File: src/rtl/cdb_arbiter_pkg.sv
// Shared types and defaults for the common data bus arbiter.
// Source encoding and the queue depth default live here so both queues and the top agree.
package cdb_arbiter_pkg;

   localparam int CDB_XLEN           = 32;
   localparam int CDB_ROB_SIZE_WIDTH = 4;
   localparam int CDB_FIFO_DEPTH     = 4;

   typedef enum logic {
      CDB_SRC_ALU = 1'b0,
      CDB_SRC_MEM = 1'b1
   } cdb_src_e;

   function automatic cdb_src_e cdb_other_src(input cdb_src_e src);
      return (src == CDB_SRC_ALU) ? CDB_SRC_MEM : CDB_SRC_ALU;
   endfunction

endpackage

File: src/rtl/cdb_arbiter_if.sv
// Producer-side inputs and broadcast outputs of the CDB arbiter.
// cdb_conflict_cnt exists only when CDB_STATS_EN is defined.
interface cdb_arbiter_if #(
   parameter int DATA_W = 32,
   parameter int ID_W   = 4
);

   logic              alu_ready;
   logic [DATA_W-1:0] alu_res;
   logic [ID_W-1:0]   alu_id;
   logic              mem_data_ready;
   logic [DATA_W-1:0] mem_data;
   logic [ID_W-1:0]   mem_id;

   logic              cdb_ready;
   logic [DATA_W-1:0] cdb_val;
   logic [ID_W-1:0]   cdb_id;
   logic              cdb_src;
   logic              cdb_alu_full;
   logic              cdb_mem_full;
`ifdef CDB_STATS_EN
   logic [31:0]       cdb_conflict_cnt;

   modport master (
      output alu_ready, alu_res, alu_id, mem_data_ready, mem_data, mem_id,
      input  cdb_ready, cdb_val, cdb_id, cdb_src, cdb_alu_full, cdb_mem_full,
             cdb_conflict_cnt
   );

   modport slave (
      input  alu_ready, alu_res, alu_id, mem_data_ready, mem_data, mem_id,
      output cdb_ready, cdb_val, cdb_id, cdb_src, cdb_alu_full, cdb_mem_full,
             cdb_conflict_cnt
   );
`else
   modport master (
      output alu_ready, alu_res, alu_id, mem_data_ready, mem_data, mem_id,
      input  cdb_ready, cdb_val, cdb_id, cdb_src, cdb_alu_full, cdb_mem_full
   );

   modport slave (
      input  alu_ready, alu_res, alu_id, mem_data_ready, mem_data, mem_id,
      output cdb_ready, cdb_val, cdb_id, cdb_src, cdb_alu_full, cdb_mem_full
   );
`endif

endinterface

File: src/rtl/cdb_arbiter_fifo.sv
// Per-source result queue (cdb_fifo): power-of-2 depth, wrapping pointers, simultaneous push/pop.
// A push into a full queue with no pop is dropped and flagged by an assertion.
module cdb_fifo #(
   parameter int WIDTH = 36,
   parameter int DEPTH = 4
) (
   input  logic                       clk,
   input  logic                       rst,
   input  logic                       push,
   input  logic                       pop,
   input  logic                       clr,
   input  logic [WIDTH-1:0]           din,
   output logic [WIDTH-1:0]           head,
   output logic [$clog2(DEPTH):0]     count
);

   localparam int PTR_W = $clog2(DEPTH);
   localparam logic [PTR_W:0] FULL_CNT = (PTR_W+1)'(DEPTH);

   logic [WIDTH-1:0] mem_q [DEPTH];
   logic [PTR_W-1:0] rd_ptr_q, rd_ptr_d;
   logic [PTR_W-1:0] wr_ptr_q, wr_ptr_d;
   logic [PTR_W:0]   count_q, count_d;
   logic             do_push, do_pop;

   // A full queue still accepts a push when the head leaves in the same cycle.
   always_comb begin
      do_pop   = pop && !clr && (count_q != '0);
      do_push  = push && !clr && ((count_q != FULL_CNT) || do_pop);
      rd_ptr_d = rd_ptr_q;
      wr_ptr_d = wr_ptr_q;
      count_d  = count_q;
      if (clr) begin
         rd_ptr_d = '0;
         wr_ptr_d = '0;
         count_d  = '0;
      end else begin
         if (do_push) wr_ptr_d = wr_ptr_q + 1'b1;
         if (do_pop)  rd_ptr_d = rd_ptr_q + 1'b1;
         unique case ({do_push, do_pop})
            2'b10:   count_d = count_q + 1'b1;
            2'b01:   count_d = count_q - 1'b1;
            default: count_d = count_q;
         endcase
      end
   end

   always_ff @(posedge clk or negedge rst) begin
      if (!rst) begin
         rd_ptr_q <= '0;
         wr_ptr_q <= '0;
         count_q  <= '0;
      end else begin
         rd_ptr_q <= rd_ptr_d;
         wr_ptr_q <= wr_ptr_d;
         count_q  <= count_d;
      end
   end

   always_ff @(posedge clk) begin
      if (do_push) mem_q[wr_ptr_q] <= din;
   end

   assign head  = mem_q[rd_ptr_q];
   assign count = count_q;

   overflow_a: assert property (@(posedge clk) disable iff (!rst)
      !(push && !clr && !do_push))
      else $error("cdb_fifo overflow: result dropped");

endmodule

File: src/rtl/cdb_arbiter.sv
// Round-robin arbiter sharing one CDB between ALU and load results, with per-source queues.
// Define CDB_STATS_EN to add the saturating tie counter cdb_conflict_cnt.
module cdb_arbiter
   import cdb_arbiter_pkg::*;
#(
   parameter int DATA_W     = CDB_XLEN,
   parameter int ID_W       = CDB_ROB_SIZE_WIDTH,
   parameter int FIFO_DEPTH = CDB_FIFO_DEPTH
) (
   input  logic          clk,
   input  logic          rst,
   input  logic          rdy,
   input  logic          flush,
   cdb_arbiter_if.slave  bus
);

   localparam int ENT_W = DATA_W + ID_W;
   localparam int CNT_W = $clog2(FIFO_DEPTH) + 1;
   localparam logic [CNT_W-1:0] FULL_THRESH = CNT_W'(FIFO_DEPTH - 1);

   logic [ENT_W-1:0] alu_head, mem_head;
   logic [CNT_W-1:0] alu_count, mem_count;
   logic             alu_queued, mem_queued;
   logic             alu_cand, mem_cand, tie;
   logic [ENT_W-1:0] alu_cand_ent, mem_cand_ent;
   logic             grant_alu, grant_mem;
   logic             alu_push, alu_pop, mem_push, mem_pop, fifo_clr;

   cdb_src_e         last_grant_q, last_grant_d;
   cdb_src_e         winner;
   logic             cdb_ready_q, cdb_ready_d;
   logic [DATA_W-1:0] cdb_val_q, cdb_val_d;
   logic [ID_W-1:0]  cdb_id_q, cdb_id_d;
   cdb_src_e         cdb_src_q, cdb_src_d;

   // The queue head always beats a same-cycle input so per-source order holds.
   assign alu_queued   = (alu_count != '0);
   assign mem_queued   = (mem_count != '0);
   assign alu_cand     = alu_queued || bus.alu_ready;
   assign mem_cand     = mem_queued || bus.mem_data_ready;
   assign alu_cand_ent = alu_queued ? alu_head : {bus.alu_res, bus.alu_id};
   assign mem_cand_ent = mem_queued ? mem_head : {bus.mem_data, bus.mem_id};
   assign tie          = alu_cand && mem_cand;

   always_comb begin
      last_grant_d = last_grant_q;
      winner       = cdb_other_src(last_grant_q);
      grant_alu    = 1'b0;
      grant_mem    = 1'b0;
      cdb_ready_d  = 1'b0;
      cdb_val_d    = cdb_val_q;
      cdb_id_d     = cdb_id_q;
      cdb_src_d    = cdb_src_q;
      if (flush) begin
         last_grant_d = CDB_SRC_ALU;
      end else begin
         if (tie) begin
            last_grant_d = winner;
            grant_mem    = (winner == CDB_SRC_MEM);
            grant_alu    = (winner == CDB_SRC_ALU);
         end else begin
            grant_alu = alu_cand;
            grant_mem = mem_cand;
         end
         if (grant_alu) begin
            cdb_ready_d = 1'b1;
            {cdb_val_d, cdb_id_d} = alu_cand_ent;
            cdb_src_d   = CDB_SRC_ALU;
         end else if (grant_mem) begin
            cdb_ready_d = 1'b1;
            {cdb_val_d, cdb_id_d} = mem_cand_ent;
            cdb_src_d   = CDB_SRC_MEM;
         end
      end
   end

   // An input is queued unless it was bypassed straight onto the bus.
   assign fifo_clr = rdy && flush;
   assign alu_push = rdy && !flush && bus.alu_ready && !(grant_alu && !alu_queued);
   assign alu_pop  = rdy && !flush && grant_alu && alu_queued;
   assign mem_push = rdy && !flush && bus.mem_data_ready && !(grant_mem && !mem_queued);
   assign mem_pop  = rdy && !flush && grant_mem && mem_queued;

   cdb_fifo #(.WIDTH(ENT_W), .DEPTH(FIFO_DEPTH)) u_alu_fifo (
      .clk   (clk),
      .rst   (rst),
      .push  (alu_push),
      .pop   (alu_pop),
      .clr   (fifo_clr),
      .din   ({bus.alu_res, bus.alu_id}),
      .head  (alu_head),
      .count (alu_count)
   );

   cdb_fifo #(.WIDTH(ENT_W), .DEPTH(FIFO_DEPTH)) u_mem_fifo (
      .clk   (clk),
      .rst   (rst),
      .push  (mem_push),
      .pop   (mem_pop),
      .clr   (fifo_clr),
      .din   ({bus.mem_data, bus.mem_id}),
      .head  (mem_head),
      .count (mem_count)
   );

   always_ff @(posedge clk or negedge rst) begin
      if (!rst) begin
         last_grant_q <= CDB_SRC_ALU;
         cdb_ready_q  <= 1'b0;
         cdb_val_q    <= '0;
         cdb_id_q     <= '0;
         cdb_src_q    <= CDB_SRC_ALU;
      end else if (rdy) begin
         last_grant_q <= last_grant_d;
         cdb_ready_q  <= cdb_ready_d;
         cdb_val_q    <= cdb_val_d;
         cdb_id_q     <= cdb_id_d;
         cdb_src_q    <= cdb_src_d;
      end
   end

   assign bus.cdb_ready    = cdb_ready_q;
   assign bus.cdb_val      = cdb_val_q;
   assign bus.cdb_id       = cdb_id_q;
   assign bus.cdb_src      = cdb_src_q;
   assign bus.cdb_alu_full = (alu_count >= FULL_THRESH);
   assign bus.cdb_mem_full = (mem_count >= FULL_THRESH);

`ifdef CDB_STATS_EN
   logic [31:0] conflict_cnt_q, conflict_cnt_d;

   // Survives flush on purpose; only reset clears the statistics.
   always_comb begin
      conflict_cnt_d = conflict_cnt_q;
      if (tie && !flush && (conflict_cnt_q != '1)) conflict_cnt_d = conflict_cnt_q + 32'd1;
   end

   always_ff @(posedge clk or negedge rst) begin
      if (!rst) conflict_cnt_q <= '0;
      else if (rdy) conflict_cnt_q <= conflict_cnt_d;
   end

   assign bus.cdb_conflict_cnt = conflict_cnt_q;
`endif

endmodule

File: src/flat_wrapper.sv
// flat-port wrapper written by rule: the top's interface ports become plain ports
module cdb_arbiter_flat import cdb_arbiter_pkg::*;
#(
   parameter int DATA_W     = CDB_XLEN,
   parameter int ID_W       = CDB_ROB_SIZE_WIDTH,
   parameter int FIFO_DEPTH = CDB_FIFO_DEPTH
)
  (clk, rst, rdy, flush, bus_alu_ready, bus_alu_res, bus_alu_id, bus_mem_data_ready, bus_mem_data, bus_mem_id, bus_cdb_ready, bus_cdb_val, bus_cdb_id, bus_cdb_src, bus_cdb_alu_full, bus_cdb_mem_full);
  cdb_arbiter_if #(.DATA_W(DATA_W), .ID_W(ID_W)) bus_i ();
  input  logic clk;
  input  logic rst;
  input  logic rdy;
  input  logic flush;
  input wire logic [$bits(bus_i.alu_ready)-1:0] bus_alu_ready;
  input wire logic [$bits(bus_i.alu_res)-1:0] bus_alu_res;
  input wire logic [$bits(bus_i.alu_id)-1:0] bus_alu_id;
  input wire logic [$bits(bus_i.mem_data_ready)-1:0] bus_mem_data_ready;
  input wire logic [$bits(bus_i.mem_data)-1:0] bus_mem_data;
  input wire logic [$bits(bus_i.mem_id)-1:0] bus_mem_id;
  output wire logic [$bits(bus_i.cdb_ready)-1:0] bus_cdb_ready;
  output wire logic [$bits(bus_i.cdb_val)-1:0] bus_cdb_val;
  output wire logic [$bits(bus_i.cdb_id)-1:0] bus_cdb_id;
  output wire logic [$bits(bus_i.cdb_src)-1:0] bus_cdb_src;
  output wire logic [$bits(bus_i.cdb_alu_full)-1:0] bus_cdb_alu_full;
  output wire logic [$bits(bus_i.cdb_mem_full)-1:0] bus_cdb_mem_full;
  assign bus_i.alu_ready = bus_alu_ready;
  assign bus_i.alu_res = bus_alu_res;
  assign bus_i.alu_id = bus_alu_id;
  assign bus_i.mem_data_ready = bus_mem_data_ready;
  assign bus_i.mem_data = bus_mem_data;
  assign bus_i.mem_id = bus_mem_id;
  assign bus_cdb_ready = bus_i.cdb_ready;
  assign bus_cdb_val = bus_i.cdb_val;
  assign bus_cdb_id = bus_i.cdb_id;
  assign bus_cdb_src = bus_i.cdb_src;
  assign bus_cdb_alu_full = bus_i.cdb_alu_full;
  assign bus_cdb_mem_full = bus_i.cdb_mem_full;
  cdb_arbiter #(.DATA_W(DATA_W), .ID_W(ID_W), .FIFO_DEPTH(FIFO_DEPTH)) u_core (.clk(clk), .rst(rst), .rdy(rdy), .flush(flush), .bus(bus_i));
endmodule
File: config.mk
export PLATFORM = sky130hd
export DESIGN_NAME = cdb_arbiter_flat
export DESIGN_NICKNAME = d
export VERILOG_FILES = /design/src/rtl/cdb_arbiter_pkg.sv /design/src/rtl/cdb_arbiter_if.sv /design/src/rtl/cdb_arbiter_fifo.sv /design/src/rtl/cdb_arbiter.sv /design/src/flat_wrapper.sv
export SDC_FILE = /design/constraint.sdc
export NUM_CORES = 1
export LEC_CHECK = 0
export CAP_MARGIN = 30
export CORE_MARGIN = 5
export CORE_UTILIZATION = 30
export DETAILED_ROUTE_END_ITERATION = 12
export RECOVER_POWER = 25
export SETUP_SLACK_MARGIN = 0.4
export SYNTH_ARGS = -nofsm -noshare
export SYNTH_HDL_FRONTEND = slang
export SYNTH_SLANG_ARGS = --single-unit
File: constraint.sdc
create_clock -name clk -period 4.1 [get_ports clk]
set_clock_uncertainty 0.15 [all_clocks]
set_input_delay 0.615 -clock clk [delete_from_list [all_inputs] [get_ports clk]]
set_output_delay 0.615 -clock clk [all_outputs]
set_load 0.02 [all_outputs]
==> impl_results.md, run 1 <==
* DR pass1 iterations at 7
* Cell internal pwr at 7.31 mW
* Avg Cell Area, Syn at 16.9 sq um
* FF-to-FF Start: u_core.u_alu_fifo.count[2]$_DFFE_PN0P_
* Switch share at 32.7%
* Clock tree from TritonCTS: yes
* Worst r2r dst: u_core.u_alu_fifo.count[2]$_DFFE_PN0P_
* Synth Area in XOR/XNOR at 0.246%
* Pwr/cell area at 629 mW/mm^2
* Gr usage total at 12.8%
* Clock Tree Buf Depth at 3
* Hold Crit Class: flip-flop to flip-flop
* Max_slew headroom at 39.9%
* Measured slew at the worst slew-check pin at 0.901 ns
* Vias in the first global route at 7890
* Core box area at 0.0468 sq mm
* DRC Markers at 0
* Final setup fails at 0
* Gr ovfl total at 0
* Vias at 7703
* Seq/Total Area, Yosys at 70.1%
* Switch Pwr at 3.56 mW
* Syn Inst Count at 842
* Non-Filler Instances at 1600
* WL/cell at 21.2 um
* Rows at 79
* Die area at 0.0519 sq mm
* Area Overhead vs Synth at 21.4%
* First-pass GRT wire length at 51400 um
* Min cycle time layout at 2.96 ns
* Clock-pin slew on the worst setup and hold paths at 0.06 ns
* Critical Path RT at 4.38 ns
* Synth async-reset ratio at 15.5%
* Final TNS setup at 0 ns
* Startpoint types: flip-flop
* # nets final at 1047
* Netlist cell types at 47
* Post-synth top cells: 288 x edfxtp_1, 73 x a211oi_1, 72 x mux4_2, 53 x dfrtp_1, 48 x nand2_1
* Status: finished clean
* Placer Congestion at 0.747
* Max-Cap Viols at 0
* Compound-Gate Fraction of Synth Area at 9.07%
* Post-Syn Nets at 930
* Worst Path Arrival at 3.24 ns
* Worst r2r path cells at 7
* RSZ-0062 raised after global routing: false
* Placed insts at 1529
* Worst Setup EP: u_core.u_alu_fifo.count[2]$_DFFE_PN0P_
* Largest family of logic cells by synthesized area: multiplexers
* Setup Buffers After CTS at 0
* Routed Antenna Nets at 0
* Critical Path Sink Type: flip-flop
* Final Max Slew Viols at 0
* Layout cells sized above 1 at 17.0%
* Final wirelength at 34000 um
* Setup slack, reg-to-reg at 1.14 ns
* Share of power burned in combinational logic at 30.0%
* Post-synth EDFFs at 288
* CTS Root Cell: clkbuf_16
* Post-synthesis mux area share at 11.5%
* Syn Std Cell Area at 0.0142 sq mm
* Vias per cell at 4.81
* Initial antenna violation count at 15
* Synth warn at 0
* Num CTS Buffers at 34
* Part of the power in registers at 41.0%
* Clk pwr share at 29.0%
* Critical path origin: u_core.u_alu_fifo.count[2]$_DFFE_PN0P_
* Synth top area share at 60.8%
* Most numerous cell in the Yosys netlist: edfxtp_1
* Height of the die at 228 um
* Main flop type after synthesis: edfxtp_1
* Clock latency on the worst-skew pair at 0.52 ns
* I/O Buffers at 117
* HP Start: u_core.bus.cdb_val[3]$_DFFE_PN0P_
* FF+latch count, synth at 341
* Top post-synthesis cells by area: edfxtp_1 61%, mux4_2 11%, dfrtp_1 9.3%
* Io pins at 118
* Fin crit share at 72.1%
* H-tree levels at 2
* Maximum vdd drop at 341 uV
* Initial Utilization at 30.4%
* Die W at 228 um
* Largest net degree at the start of global routing at 74
* Layout Utilization at 37.0%
* Critical path peak fanout at 37
* Sink Count at 341
* Initial drt markers at 618
* Post-synthesis adder-cell area fraction at 0.985%
* Tot Pwr at 10.9 mW
* FMAX at 338 MHz
* Final hold violation count at 0
* Synth area leader: edfxtp_1
* Kind of critical path: flip-flop to flip-flop
* Dpl hpwl at 22100 um
* Leakage power at 5.68 nW
* Simple-Gate Fraction of Synth Area at 4.61%
-- cell families after synthesis --
group                      after synthesis
adders and majority gates               10
buffers and inverters                  105
and+or+nand+nor                        125
DFF                                    341
xor gates and xnor gates                 4
muxes                                   74
AOI/OAI and AO/OA                      183
-- cell usage in the layout (no fill, tap or decap), types with 2 or more instances in the layout --
master,instances
edfxtp_1,288
a211oi_1,73
mux4_2,72
clkdlybuf4s50_1,69
dfrtp_1,51
nand2_1,48
dlygate4sd3_1,47
inv_1,46
o31ai_1,42
a21oi_1,39
nor2b_1,37
clkbuf_16,34
o21ai_0,14
buf_4,14
nor2_1,10
clkbuf_1,9
diode_2,8
and2_2,8
ha_1,8
buf_12,8
clkinv_2,5
bufinv_16,4
clkbuf_8,4
nor3_1,3
nand3_1,3
xnor2_1,3
nand2b_1,2
nand3b_1,2
or3_1,2
a21o_1,2
a31oi_1,2
mux2i_1,2
fa_1,2
inv_6,2
clkinv_1,2
buf_2,2
dfrtp_2,2
-- registers in the layout (all words and copies together), names as in the netlist --
register	flops
u_core.u_mem_fifo.rd_ptr_q	2
u_core.u_alu_fifo.mem_q	144
u_core.u_mem_fifo.count	3
u_core.bus.cdb_src	1
u_core.last_grant_q	1
u_core.u_mem_fifo.wr_ptr_q	2
u_core.u_alu_fifo.wr_ptr_q	2
u_core.u_alu_fifo.rd_ptr_q	2
u_core.u_alu_fifo.count	3
u_core.bus.cdb_ready	1
u_core.bus.cdb_val	32
u_core.bus.cdb_id	4
u_core.u_mem_fifo.mem_q	144
-- per-layer routing --
metal	GRT usage [%]	wire [um]	part of all wire, %	up-vias
li1	-	-	-	3565
met1	17.7	15300	45	3915
met2	20.0	15800	47	171
met3	3.70	2210	6.5	44
met4	2.87	570	1.7	8
met5	0	48	0.14	-
-- cell type report --
cell class / count / area [sq um]
Clock buffer: 47 / 940
Tap cell: 607 / 759
Clock inverter: 15 / 195
Sequential cell: 341 / 9980
Multi-Input combinational cell: 396 / 3780
Timing Repair Buffer: 140 / 1440
Fill cell: 4320 / 29500
Inverter: 46 / 173
Antenna cell: 8 / 20.0
-- power groups by stage --
stage / combinational [mW] / clock [mW] / sequential [mW]
after floorplan: 2.02 / 0 / 4.55
after global placement: 3.25 / 0 / 4.54
after detailed placement: 3.29 / 0 / 4.54
after CTS: 3.31 / 3.23 / 4.47
after global routing: 3.56 / 3.37 / 4.50
final: 3.26 / 3.15 / 4.45
-- stage by stage --
step,instance area [sq um],hold slack [ns],worst slack (ns)
floorplan,14200,0.169,0.875
CTS,17300,0.337,1.13
global route,17300,0.355,0.940
global placement,16100,0.318,0.867
finish,17300,0.334,1.14
detailed placement,16100,0.321,0.830
-- worst min-delay path by stage --
stage,end,slack (ns),depth (start not counted)
after floorplan,u_core.bus.cdb_id[0]$_DFFE_PN0P_,0.17,0
after global placement,u_core.bus.cdb_val[3]$_DFFE_PN0P_,0.32,2
after detailed placement,u_core.bus.cdb_val[14]$_DFFE_PN0P_,0.32,2
after CTS,u_core.bus.cdb_val[3]$_DFFE_PN0P_,0.34,2
after global routing,u_core.bus.cdb_val[3]$_DFFE_PN0P_,0.36,2
final,u_core.bus.cdb_val[3]$_DFFE_PN0P_,0.33,2
-- repair_timing --
action                                 CTS  global route
hold buffers                             1             0
gates resized for setup                  0             0
endpoints found under the hold margin   18             0
-- worst max-delay path, stage by stage, from the launching register on --
cell	delay, ns
dfrtp_1	0.51
or3_2	0.80
o21ai_0	0.27
nor3_1	0.13
fa_1	0.45
and4b_1	0.23
o31ai_1	0.20
o2bb2ai_1	0.14
Note: power is estimated with default switching activity, not from simulation.
==> inputs of run 2 (changes only) <==
Clock period 4.1 ns to 2.64 ns, I/O delays scaled along.
==> run 2 against run 1 <==
  * Critical path depth is 4 higher
  * Count of clock-buffer cells in the layout up 3
  * Register-to-register slack got worse by 0.87 ns
  * Core utilization rose by 2.8 points
  * Worst setup slack lost 0.87 ns
  * Global-route usage up 0.22 points
  * Combinational power rose by 100%
  * Hold slack lost 0.032 ns
  * Fmax is 25% higher
  * Final area rose by 7.5%
  * Critical endpoint is now u_core.u_mem_fifo.count[2]$_DFFE_PN0P_
  * Largest cell class unchanged
==> impl_results.md, run 2 (same netlist as run 1, synthesis figures left out) <==
* Status: finished clean
* Largest net degree at the start of global routing at 76
* Worst r2r dst: u_core.u_mem_fifo.count[2]$_DFFE_PN0P_
* Vias in the first global route at 8173
* I/O Buffers at 117
* Min cycle time layout at 2.37 ns
* DRC Markers at 0
* Area of the multi-input gates at 0.00392 sq mm
* Die W at 228 um
* Clk pwr share at 26.7%
* Num CTS Buffers at 35
* WL/cell at 21.8 um
* CTS Root Cell: clkbuf_16
* Measured slew at the worst slew-check pin at 0.692 ns
* Worst r2r path cells at 11
* Maximum vdd drop at 654 uV
* Share of power burned in combinational logic at 35.9%
* Final TNS setup at 0 ns
* Initial antenna violation count at 14
* RSZ-0062 raised after global routing: true
* Placed insts at 1573
* Gr ovfl total at 0
* Slowest cell on crit path: dfrtp_2
* Vias at 8111
* Switch share at 33.1%
* Most common cell after layout, fill and taps aside: edfxtp_1
* Critical path peak fanout at 4
* Cell internal pwr at 12.2 mW
* Part of the power in registers at 37.4%
* Worst path max stage delay at 0.43 ns
* Die area at 0.0519 sq mm
* # nets final at 1130
* Commonest cells after routing, fill and taps aside: 288 x edfxtp_1, 72 x mux4_2, 66 x clkdlybuf4s50_1, 53 x a211oi_1, 52 x buf_4
* Placer Congestion at 0.777
* Initial Utilization at 30.4%
* Non-Filler Instances at 1682
* Max-Cap Viols at 0
* Critical Path RT at 2.89 ns
* Hold WS at 0.302 ns
* Cell Chain, Critical Path: buf_6 -> o41ai_4 -> buf_4 -> buf_6 -> nand3b_1 -> nor2_2 -> fa_2 -> nor3_2 -> a31oi_1 -> a2bb2oi_1 -> o31ai_1
* Vias per cell at 4.82
* H-tree levels at 2
* Rows at 79
* Leakage power at 6.29 nW
* Pwr/cell area at 980 mW/mm^2
* Routed Antenna Nets at 0
* Io pins at 118
* Dpl hpwl at 22800 um
* Clock-pin slew on the worst setup and hold paths at 0.06 ns
* Height of the die at 228 um
* Layout cells sized above 1 at 26.2%
* # fillers at 4206
* DR pass1 iterations at 4
* Clock Tree Buf Depth at 3
* Gr usage total at 13.0%
* Max_slew headroom at 53.9%
* Reg area at 0.00998 sq mm
* Setup slack, reg-to-reg at 0.27 ns
* Startpoint types: flip-flop
* Final Max Slew Viols at 0
* Clock latency on the worst-skew pair at 0.52 ns
* Area Overhead vs Synth at 30.6%
* Kind of critical path: flip-flop to flip-flop
* Final setup fails at 0
* Initial drt markers at 772
* Sink Count at 341
* Final wirelength at 36600 um
* Clock tree from TritonCTS: yes
* Worst Setup EP: u_core.u_mem_fifo.count[2]$_DFFE_PN0P_
* Final hold violation count at 0
* Critical path origin: u_core.u_alu_fifo.count[0]$_DFFE_PN0P_
* Switch Pwr at 6.02 mW
* Core box area at 0.0468 sq mm
* Crit path top cell by count: buf_6
* Dpl ws at 0.0348 ns
* FMAX at 422 MHz
* Critical Path Sink Type: flip-flop
* Hold Crit Class: input port to async pin
* Final WS setup at 0.271 ns
* Fin crit share at 89.7%
* First-pass GRT wire length at 52400 um
* Worst Path Arrival at 2.62 ns
* FF-to-FF Start: u_core.u_alu_fifo.count[0]$_DFFE_PN0P_
[run 2: cell types whose count changed in the layout (fill, tap and decap cells not counted), sizes merged]
cell	previous run	this run
inv	48	49
bufinv	4	3
buf	24	95
dlygate4sd2	0	2
clkinvlp	0	1
clkdlybuf4s50	69	66
clkbuf	47	61
diode	8	6
dlygate4sd3	47	48
clkinv	9	7
[run 2: worst min path at each step]
stage	start	endpoint	cells after the start
floorplan	rst	u_core.bus.cdb_id[0]$_DFFE_PN0P_	0
global route	rst	u_core.bus.cdb_ready$_DFFE_PN0P_	2
global placement	u_core.bus.cdb_val[2]$_DFFE_PN0P_	u_core.bus.cdb_val[2]$_DFFE_PN0P_	2
CTS	rst	u_core.bus.cdb_ready$_DFFE_PN0P_	2
detailed placement	u_core.bus.cdb_val[1]$_DFFE_PN0P_	u_core.bus.cdb_val[1]$_DFFE_PN0P_	2
finish	rst	u_core.bus.cdb_ready$_DFFE_PN0P_	2
[run 2: layout make-up]
cell class / count / share of cell area (%)
inverters: 46 / 0.929
flip-flops and latches: 341 / 53.7
repair buffers: 222 / 14.0
multi-input cells: 396 / 21.1
clock inverters: 14 / 0.869
well taps: 607 / 4.09
clock buffers: 50 / 5.18
diodes: 6 / 0.0808
[run 2: stage by stage]
step / util (%) / cell area, sq um / total power, mW
6_report: 39.7 / 18600 / 18.2
5_1_grt: 39.7 / 18600 / 19.1
4_1_cts: 38.6 / 18100 / 17.9
3_5_place_dp: 35.8 / 16700 / 12.9
3_3_place_gp: 35.8 / 16700 / 12.8
2_1_floorplan: - / 14300 / 10.2
[run 2: critical path: cells and delay by family (launching register included)]
family                     cells  cell delay (ns)
AOI/OAI and AO/OA              4             0.67
adders and majority gates      1             0.27
buffers and inverters          3             0.40
DFF                            1             0.43
and+or+nand+nor                3             0.34
[run 2: power groups by stage]
stage	registers, mW	clock network (mW)	logic, mW
floorplan	7.07	0	3.18
global placement	6.93	0	5.91
detailed placement	6.93	0	5.94
CTS	6.81	4.98	6.14
global route	6.85	5.22	7.02
finish	6.80	4.87	6.53
[run 2: layer usage]
| layer | GRT usage, % | part of all wire (%) | vias up |
|---|---|---|---|
| met2 | 20.4 | 48 | 211 |
| met3 | 3.40 | 6.0 | 57 |
| met5 | 0 | 0.22 | - |
| li1 | - | - | 3738 |
| met1 | 17.9 | 43 | 4095 |
| met4 | 3.82 | 2.1 | 10 |
[run 2: repair_timing]
item / 4_1_cts / 5_1_grt
hold buffers: 1 / 0
buffers inserted: 15 / 7
cloned: 2 / 14
gates resized for setup: 17 / 27
pin swaps: 5 / 8
endpoints found under the hold margin: 24 / 0
setup endpoints to repair: 288 / 315
==> inputs of run 3 (changes only) <==
Settings changed: ABC_AREA set to 0, SLEW_MARGIN set to 25.
==> results of run 3 <==
No change in the layout: final DEF, timing and power equal those of run 2.
